==> config.mk <==
export PLATFORM = sky130hd
export DESIGN_NAME = key_event_avl_slave
export DESIGN_NICKNAME = d
export VERILOG_FILES = /design/src/rtl/key_event_avl_slave.sv
export SDC_FILE = /design/constraint.sdc
export NUM_CORES = 1
export LEC_CHECK = 0
export ABC_AREA = 1
export CORE_MARGIN = 2
export CORE_UTILIZATION = 40
export CTS_BUF_LIST = sky130_fd_sc_hd__clkbuf_8
export CTS_CLUSTER_DIAMETER = 40
export DETAILED_ROUTE_END_ITERATION = 7
export PLACE_DENSITY = 0.59
export SLEW_MARGIN = 20
export SYNTH_ARGS = -nofsm -noshare
export SYNTH_HDL_FRONTEND = slang
export SYNTH_SLANG_ARGS = --single-unit
==> constraint.sdc <==
create_clock -name clk -period 4.4 [get_ports clk]
set_input_delay 0.44 -clock clk [delete_from_list [all_inputs] [get_ports clk]]
set_output_delay 0.44 -clock clk [all_outputs]
set_load 0.03 [all_outputs]
==> src/rtl/key_event_avl_slave.sv <==
`default_nettype none
// ============================================================================
// Module      : key_event_avl_slave
// Description : Avalon-MM responder. Debounces two push-buttons, queues each
//               press with a switch snapshot in an event FIFO, and holds an
//               LED register and a level interrupt.
//               Optional macro KEY_EVENT_TIMESTAMP_EN adds a 16-bit
//               timestamp in event bits 25:10.
// Revision    : 1.0 - initial release
// ============================================================================
module key_event_avl_slave #(
    parameter logic [15:0] DEBOUNCE_CYCLES = 16'd50000,
    parameter int          FIFO_DEPTH      = 8
) (
    input  logic        clk,
    input  logic        reset,
    input  logic [1:0]  avs_address,
    input  logic        avs_read,
    input  logic        avs_write,
    input  logic [31:0] avs_writedata,
    output logic [31:0] avs_readdata,
    input  logic [1:0]  key_n,
    input  logic [7:0]  sw,
    output logic [7:0]  led,
    output logic        irq
);

    localparam int                c_AW         = $clog2(FIFO_DEPTH);
    localparam int                c_CW         = c_AW + 1;
    localparam logic [c_CW-1:0]   c_FULL_COUNT = c_CW'(FIFO_DEPTH);

    logic [1:0]       r_key_s1, r_key_s2;
    logic [7:0]       r_sw_s1, r_sw_s2;
    logic [1:0]       r_sync_vld;
    logic [15:0]      r_cnt [2];
    logic [1:0]       r_stable, r_stable_d, r_armed, r_press_mask;
    logic [31:0]      r_mem [FIFO_DEPTH];
    logic [c_AW-1:0]  r_wr_ptr, r_rd_ptr;
    logic [c_CW-1:0]  r_count;
    logic             r_overflow, r_irq_en, r_irq;
    logic [7:0]       r_led;
    logic [31:0]      r_readdata;

    logic             w_wr, w_rd, w_flush, w_pop, w_push_req, w_push;
    logic             w_empty, w_full, w_ts_en;
    logic [15:0]      w_ts;
    logic [31:0]      w_event, w_status, w_rdata;
    logic [22:0]      w_unused_wdata;

    assign w_unused_wdata = avs_writedata[31:9];

`ifdef KEY_EVENT_TIMESTAMP_EN
    logic [15:0] r_ts;
    // Free-running timestamp, wraps naturally
    always_ff @(posedge clk or posedge reset) begin
        if (reset) r_ts <= 16'd0;
        else       r_ts <= r_ts + 16'd1;
    end
    assign w_ts    = r_ts;
    assign w_ts_en = 1'b1;
`else
    assign w_ts    = 16'd0;
    assign w_ts_en = 1'b0;
`endif

    // Two-flop synchronizers; r_sync_vld marks when the key sync output is real
    always_ff @(posedge clk or posedge reset) begin
        if (reset) begin
            r_key_s1   <= 2'b11;
            r_key_s2   <= 2'b11;
            r_sw_s1    <= 8'd0;
            r_sw_s2    <= 8'd0;
            r_sync_vld <= 2'b00;
        end else begin
            r_key_s1   <= key_n;
            r_key_s2   <= r_key_s1;
            r_sw_s1    <= sw;
            r_sw_s2    <= r_sw_s1;
            r_sync_vld <= {r_sync_vld[0], 1'b1};
        end
    end

    // Per-key debounce and press detection. A key is armed only once it has
    // been seen released after reset, so a key held through reset is ignored.
    always_ff @(posedge clk or posedge reset) begin
        if (reset) begin
            r_cnt[0]     <= 16'd0;
            r_cnt[1]     <= 16'd0;
            r_stable     <= 2'b11;
            r_stable_d   <= 2'b11;
            r_armed      <= 2'b00;
            r_press_mask <= 2'b00;
        end else begin
            for (int k = 0; k < 2; k++) begin
                if (r_key_s2[k] != r_stable[k]) begin
                    if (r_cnt[k] == DEBOUNCE_CYCLES - 16'd1) begin
                        r_stable[k] <= r_key_s2[k];
                        r_cnt[k]    <= 16'd0;
                    end else begin
                        r_cnt[k]    <= r_cnt[k] + 16'd1;
                    end
                end else begin
                    r_cnt[k] <= 16'd0;
                end
                if (r_sync_vld[1] && r_key_s2[k]) r_armed[k] <= 1'b1;
            end
            r_stable_d   <= r_stable;
            r_press_mask <= r_stable_d & ~r_stable & r_armed;
        end
    end

    assign w_wr       = avs_write;
    assign w_rd       = avs_read & ~avs_write;
    assign w_empty    = (r_count == '0);
    assign w_full     = (r_count == c_FULL_COUNT);
    assign w_flush    = w_wr && (avs_address == 2'd1) && avs_writedata[8];
    assign w_pop      = w_rd && (avs_address == 2'd0) && !w_empty;
    assign w_push_req = |r_press_mask;
    // A same-cycle pop frees the slot, so a full FIFO still accepts the push
    assign w_push     = w_push_req && !w_flush && (!w_full || w_pop);
    assign w_event    = {1'b1, 5'd0, w_ts, r_press_mask, r_sw_s2};
    assign w_status   = {22'd0, w_ts_en, 1'b0, r_overflow, w_full, w_empty,
                         5'(r_count)};

    // Event storage, written only on an accepted push
    always_ff @(posedge clk) begin
        if (w_push) r_mem[r_wr_ptr] <= w_event;
    end

    // FIFO pointers, count and sticky overflow
    always_ff @(posedge clk or posedge reset) begin
        if (reset) begin
            r_wr_ptr   <= '0;
            r_rd_ptr   <= '0;
            r_count    <= '0;
            r_overflow <= 1'b0;
        end else begin
            if (w_flush) begin
                r_wr_ptr <= '0;
                r_rd_ptr <= '0;
                r_count  <= '0;
            end else begin
                if (w_push) r_wr_ptr <= r_wr_ptr + 1'b1;
                if (w_pop)  r_rd_ptr <= r_rd_ptr + 1'b1;
                r_count <= r_count + c_CW'(w_push) - c_CW'(w_pop);
            end
            if (w_push_req && !w_flush && w_full && !w_pop)
                r_overflow <= 1'b1;
            else if (w_wr && (avs_address == 2'd1) && avs_writedata[7])
                r_overflow <= 1'b0;
        end
    end

    // Read data selection
    always_comb begin
        w_rdata = 32'd0;
        case (avs_address)
            2'd0:    w_rdata = w_empty ? 32'd0 : r_mem[r_rd_ptr];
            2'd1:    w_rdata = w_status;
            2'd2:    w_rdata = {24'd0, r_led};
            default: w_rdata = {31'd0, r_irq_en};
        endcase
    end

    // Control registers, registered read data and interrupt
    always_ff @(posedge clk or posedge reset) begin
        if (reset) begin
            r_led      <= 8'd0;
            r_irq_en   <= 1'b0;
            r_readdata <= 32'd0;
            r_irq      <= 1'b0;
        end else begin
            if (w_wr && avs_address == 2'd2) r_led    <= avs_writedata[7:0];
            if (w_wr && avs_address == 2'd3) r_irq_en <= avs_writedata[0];
            if (w_rd) r_readdata <= w_rdata;
            r_irq <= r_irq_en & ~w_empty;
        end
    end

    assign avs_readdata = r_readdata;
    assign led          = r_led;
    assign irq          = r_irq;

endmodule
`default_nettype wire

* After elaboration in Yosys (flattened, before gate mapping) *
Memories as Yosys holds them, arrays and structs flattened.
Index checks and enable logic that the tools add are counted.

word-level totals
  flip-flop bits (word level) = 115
  bits in latches = 0
  bits in writable memories = 80
  ROM bits = 0
  logic and storage cells = 84
  memories kept = 1

memories
  name   depth  width  read ports  clocked after Yosys merged registers in  write ports  RTL line  text
  r_mem  8      10     1           0                                        1            37        logic [31:0] r_mem [FIFO_DEPTH];

operators by class
  $add $sub $neg = 6
  multiply operators = 0
  divide/modulo/power cells = 0
  $lt $le $gt $ge = 0
  equal/unequal tests = 8
  shift-type cells = 0
  multiplexer cells = 15
  bitwise operators = 7
  reduce and logical (&&, ||, !) cells = 26

operator list
  operator                                        number
  case mux 32 bit (3 select lines)                1
  2-to-1 mux 16 bit                               4
  adder 16 x 1 -> 16 bit (second input constant)  2
  == test 16 bit (second input constant)          2
  2-to-1 mux 32 bit                               1
  logical AND 1 bit                               13
  2-to-1 mux 3 bit                                4
  adder 3 x 1 -> 3 bit (second input constant)    2
  nonzero test 2 bit                              3
  adder 4 x 1 -> 4 bit                            1
  AND 2 bit                                       2
  == test 2 bit (second input constant)           2
  == test 4 bit (second input constant)           1
  zero test 1 bit                                 4
  zero test 4 bit                                 1
  2-to-1 mux 1 bit                                4
  2-to-1 mux 4 bit                                1
  AND reduction 2 bit                             2
  subtractor 4 x 1 -> 4 bit                       1
  AND 1 bit                                       2
  == test 2 x 1 -> 1 bit (second input constant)  1
  zero test 2 bit                                 1
  inequality test 1 bit                           2
  inverter 1 bit                                  2
  other kinds (3)                                 3

* Longest topological paths before layout *
  word-level depth = 9
  gate-level depth with buffers = 14
  depth with buffers taken out = 14

* Worst setup path after synthesis *
No wires, ideal clock.

  kind = register to register
  from = register r_count[2]
  to = register r_count[2]
  library setup time = 0.113 ns
  arrival = 2.184 ns
  required time = 4.287 ns
  slack = 2.103 ns
  stages on the path, launching flop included = 15
  buffers on the path = 0
  path through = dfrtp_1 -> inv_1 -> ha_1 -> nor3b_4 -> nor2_8 -> nand2_4 -> nand2_4 -> nand2_4 -> ha_1 -> inv_1 -> ha_1 -> fa_1 -> xor2_1 -> nand2_1 -> inv_1

between the ends
  cells in the longest elaborated chain, start to end = 8

ends and longest elaborated chain
  element                      RTL line  text
  from (decl)                  39        logic [c_CW-1:0] r_count;
  from (signal assigned)       145       r_count <= r_count + c_CW'(w_push) - c_CW'(w_pop);
  zero test 4 bit              114       assign w_empty = (r_count == '0);
  zero test 1 bit              117       assign w_pop = w_rd && (avs_address == 2'd0) && !w_empty;
  logical AND 1 bit            117
  logical OR 1 bit             120       assign w_push = w_push_req && !w_flush && (!w_full || w_pop);
  logical AND 1 bit            120
  adder 4 x 1 -> 4 bit         145
  subtractor 4 x 1 -> 4 bit *  145
  2-to-1 mux 4 bit *           138       if (w_flush) begin

Every way passes the cells marked *; elsewhere a longest branch is shown, timed or not.
A chain may end at the register's enable or synchronous reset.

* Worst setup path after layout *
Same ends and word-level chain as after synthesis.

==> results.toml <==
[outcome]
status = "finished, final reports clean"

[placement]
dp_cells = 1098
portBuffers = 44
gp_congestion = 0.814
dpl.hpwl_um = 9840

[sta]
fin_crit_sh_pct = 57.7
fin_worst_skew_ps = 15.1
fin_setup_tns_ps = 0
tightestPinTransition_ps = 978
rsz0062_at_grt = "false"
hold_ws_ps = 354
setup_violations = 0
period_minus_slack_ps = 2540
slew_headroom_pct = 34.5
finalMaxSlewViolations = 0
finalHoldViolCount = 0
timing.fmax_mhz = 394

[cells_and_area]
finish.net_count = 911
final_common_cell = "nand2_1"
final_cell_mix = "nand2_1 (197), inv_1 (106), dfrtp_1 (86)"
antennaDiodeCount = 0
stdcell_count = 1130
regArea_sq_um = 4760
drive_gt1_share_pct = 9.71
multi_input_comb_area_sq_um = 2410
areaGrowthSynthToFinish_pct = 13.3
nFillCells = 1836

[global_route]
grt_pass1_vias = 4877
grt_usage_pct = 15.4
antenna_found_initial = 0
grt_overflow = 0
grt_first_pass_wirelength_um = 24300
grt_max_degree = 77

[route]
drt_iter0_drc = 195
drt-met1-wl_um = 6540
wl_met2_um = 7260
routed_wl_um = 14600
wl_met3_um = 547
dr.pass1.iters = 4
highest_layer = "met4"
antenna_left = 0
post-route-drc-count = 0
avgViaCountPerCell = 4.48
wl_per_cell_um = 12.9
num_vias = 5066

[setup_path]
max_stage_delay_ps = 410
rrSetupSlack_ps = 1860
worst_setup_path_start_kind = "register"
end_kind = "register"
r2r-start = "r_count[2]$_DFF_PP0_"
r2r_cells = 14
crit_chain = "inv_1 -> ha_1 -> nor3b_4 -> nor2_8 -> nand2_4 -> nand2_4 -> nand2_4 -> ha_1 -> inv_1 -> ha_1 -> fa_1 -> xor2_1 -> nand2_1 -> inv_1"
slowest_stage = "nor3b_4"
critical-path-top-delay-family = "adder cells"
critPathMaxFanout = 9
critPathArrivalTime_ps = 2910
worst-endpoint-required_ps = 4770
path_buf_inv = 3
reg2reg_to = "r_count[2]$_DFF_PP0_"
path_class = "reg -> reg"

[logic_synthesis]
yosys.area_share.simple_pct = 22.2
ys_types = 42
yosysSeqAreaShare_pct = 61.1
synth_top_family_by_area = "simple AND/OR/NAND/NOR gates"
synth-xor-area-share_pct = 1.69
synth_cells = 799
netlist_area_sq_um = 7790
yosysWarnings = 0
synth_compound_area_share_pct = 3.26
muxShareOfSynthArea_pct = 0.867
synth_fa_ha_area_share_pct = 1.86
avgSynthCellArea_sq_um = 9.75
ys_ff_latch = 174

[floorplan]
die_y_um = 144
die_w_um = 144
rows = 51
dieArea_sq_um = 20600
ios = 89
core_sq_um = 19300
initial_utilization_pct = 40.4

[power]
combPwrFrac_pct = 22.9
switching_share_pct = 33.1
seq_power_share_pct = 49.5
p_total_uw = 3750
pwr-share-clk_pct = 27.6
power_density_nw_per_um2 = 425
power.internal_uw = 2510
peakVddDrop_mv = 0.200
p_leak_uw = 0.00393
power_switching_uw = 1240

[min_path]
worstHoldPathType = "reg -> reg"
hold_end = "r_sw_s2[5]$_DFF_PP0_"
min_delay_path_depth = 0
hold_start = "r_sw_s1[5]$_DFF_PP0_"

[clock_tree]
clk_latency_ps = 460
cts_resized = 0
root_buffer = "clkbuf_8"
cts-buffers-inserted = 17
cts.htree.levels = 4
cts_tree = "done"
cts_hold_buf = 0
clock_path_buffers = 2
clock-sinks = 174
post_cts_buffers = 0
cts.clk_slew.worst_paths_ps = 100

[flow_run]
drv_cap = 0
-- cell families after synthesis --
logic type / Yosys count
fa+ha+maj: 11
other cells: 2
mux: 6
buf+inv: 154
flops: 174
compound gates: 43
simple gates: 394
xor+xnor: 15
-- final cells by class --
class | count | area share, %
flip-flops and latches | 174 | 54.0
multi-input cells | 491 | 27.3
repair buffers | 52 | 5.67
inverters | 116 | 5.09
well taps | 265 | 3.76
clock buffers | 18 | 2.81
clock inverters | 14 | 1.36
-- per-stage QoR --
stage / setup WS (ps) / utilization [%] / cell area (sq um)
6_report: 1860 / 45.8 / 8830
5_1_grt: 1690 / 45.8 / 8830
4_1_cts: 1830 / 45.8 / 8820
3_5_place_dp: 1360 / 43.9 / 8460
3_3_place_gp: 1370 / 43.9 / 8460
2_1_floorplan: 1520 / - / 7870
-- power groups by stage --
stage | Combinational [uW] | Clock (uW) | Sequential (uW)
6_report | 860 | 1040 | 1850
5_1_grt | 962 | 1140 | 1870
4_1_cts | 870 | 1070 | 1860
3_5_place_dp | 866 | 0 | 1890
3_3_place_gp | 856 | 0 | 1890
2_1_floorplan | 560 | 0 | 1950
-- worst reg2reg max path: cells and delay by family, from the launching register on --
family	cells	cell delay [ps]
adders and majority gates	4	860
xor gates and xnor gates	1	170
and+or+nand+nor	6	840
DFF	1	370
buffers and inverters	3	220
-- cells in the mapped netlist, drive strengths merged --
| master | number | area share, % |
|---|---|---|
| nand2 | 207 | 11 |
| inv | 115 | 5.6 |
| dfrtp | 86 | 28 |
| edfxtp | 80 | 31 |
| nor2 | 80 | 4.1 |
| nand3 | 76 | 4.9 |
| buf | 35 | 3.0 |
| o21ai | 23 | 1.5 |
| nor3 | 22 | 1.8 |
| xor2 | 12 | 1.3 |
| a21oi | 10 | 0.79 |
| ha | 10 | 1.6 |
| dfstp | 8 | 2.7 |
| mux2 | 6 | 0.87 |
| nand4 | 6 | 0.48 |
| o211ai | 4 | 0.39 |
| a21o | 3 | 0.29 |
| clkbuf | 3 | 0.14 |
| xnor2 | 3 | 0.34 |
| a22oi | 2 | 0.19 |
| conb | 2 | 0.096 |
| nor3b | 2 | 0.34 |
| clkinv | 1 | 0.064 |
| fa | 1 | 0.26 |
| nor4 | 1 | 0.080 |
| o22ai | 1 | 0.080 |
-- how the worst max path moves through the flow --
stage               depth (start not counted)  slack, ps            startpoint                          end
detailed placement                          8       1360             avs_write        r_mem[2][3]$_DFFE_PP_
global route                               14       1690  r_count[2]$_DFF_PP0_         r_count[2]$_DFF_PP0_
CTS                                         8       1830  r_count[2]$_DFF_PP0_        r_mem[2][3]$_DFFE_PP_
floorplan                                   1       1520                 reset  avs_readdata[0]$_DFFE_PP0N_
finish                                     14       1860  r_count[2]$_DFF_PP0_         r_count[2]$_DFF_PP0_
global placement                            8       1370             avs_write        r_mem[2][3]$_DFFE_PP_
-- layer usage --
layer / up-vias / global-route usage, %
met5: - / 0
met1: 2336 / 19.1
met3: 20 / 3.77
met4: 0 / 5.83
met2: 83 / 26.0
li1: 2627 / -
-- state kept, by name, indices dropped and copies added (netlist names), 3 cells and up --
register      cells
r_rd_ptr          3
r_count           4
r_cnt            32
r_mem            80
r_sw_s2           8
led               8
avs_readdata     11
r_sw_s1           8
r_wr_ptr          3
Note: power is estimated with default switching activity, not from simulation.
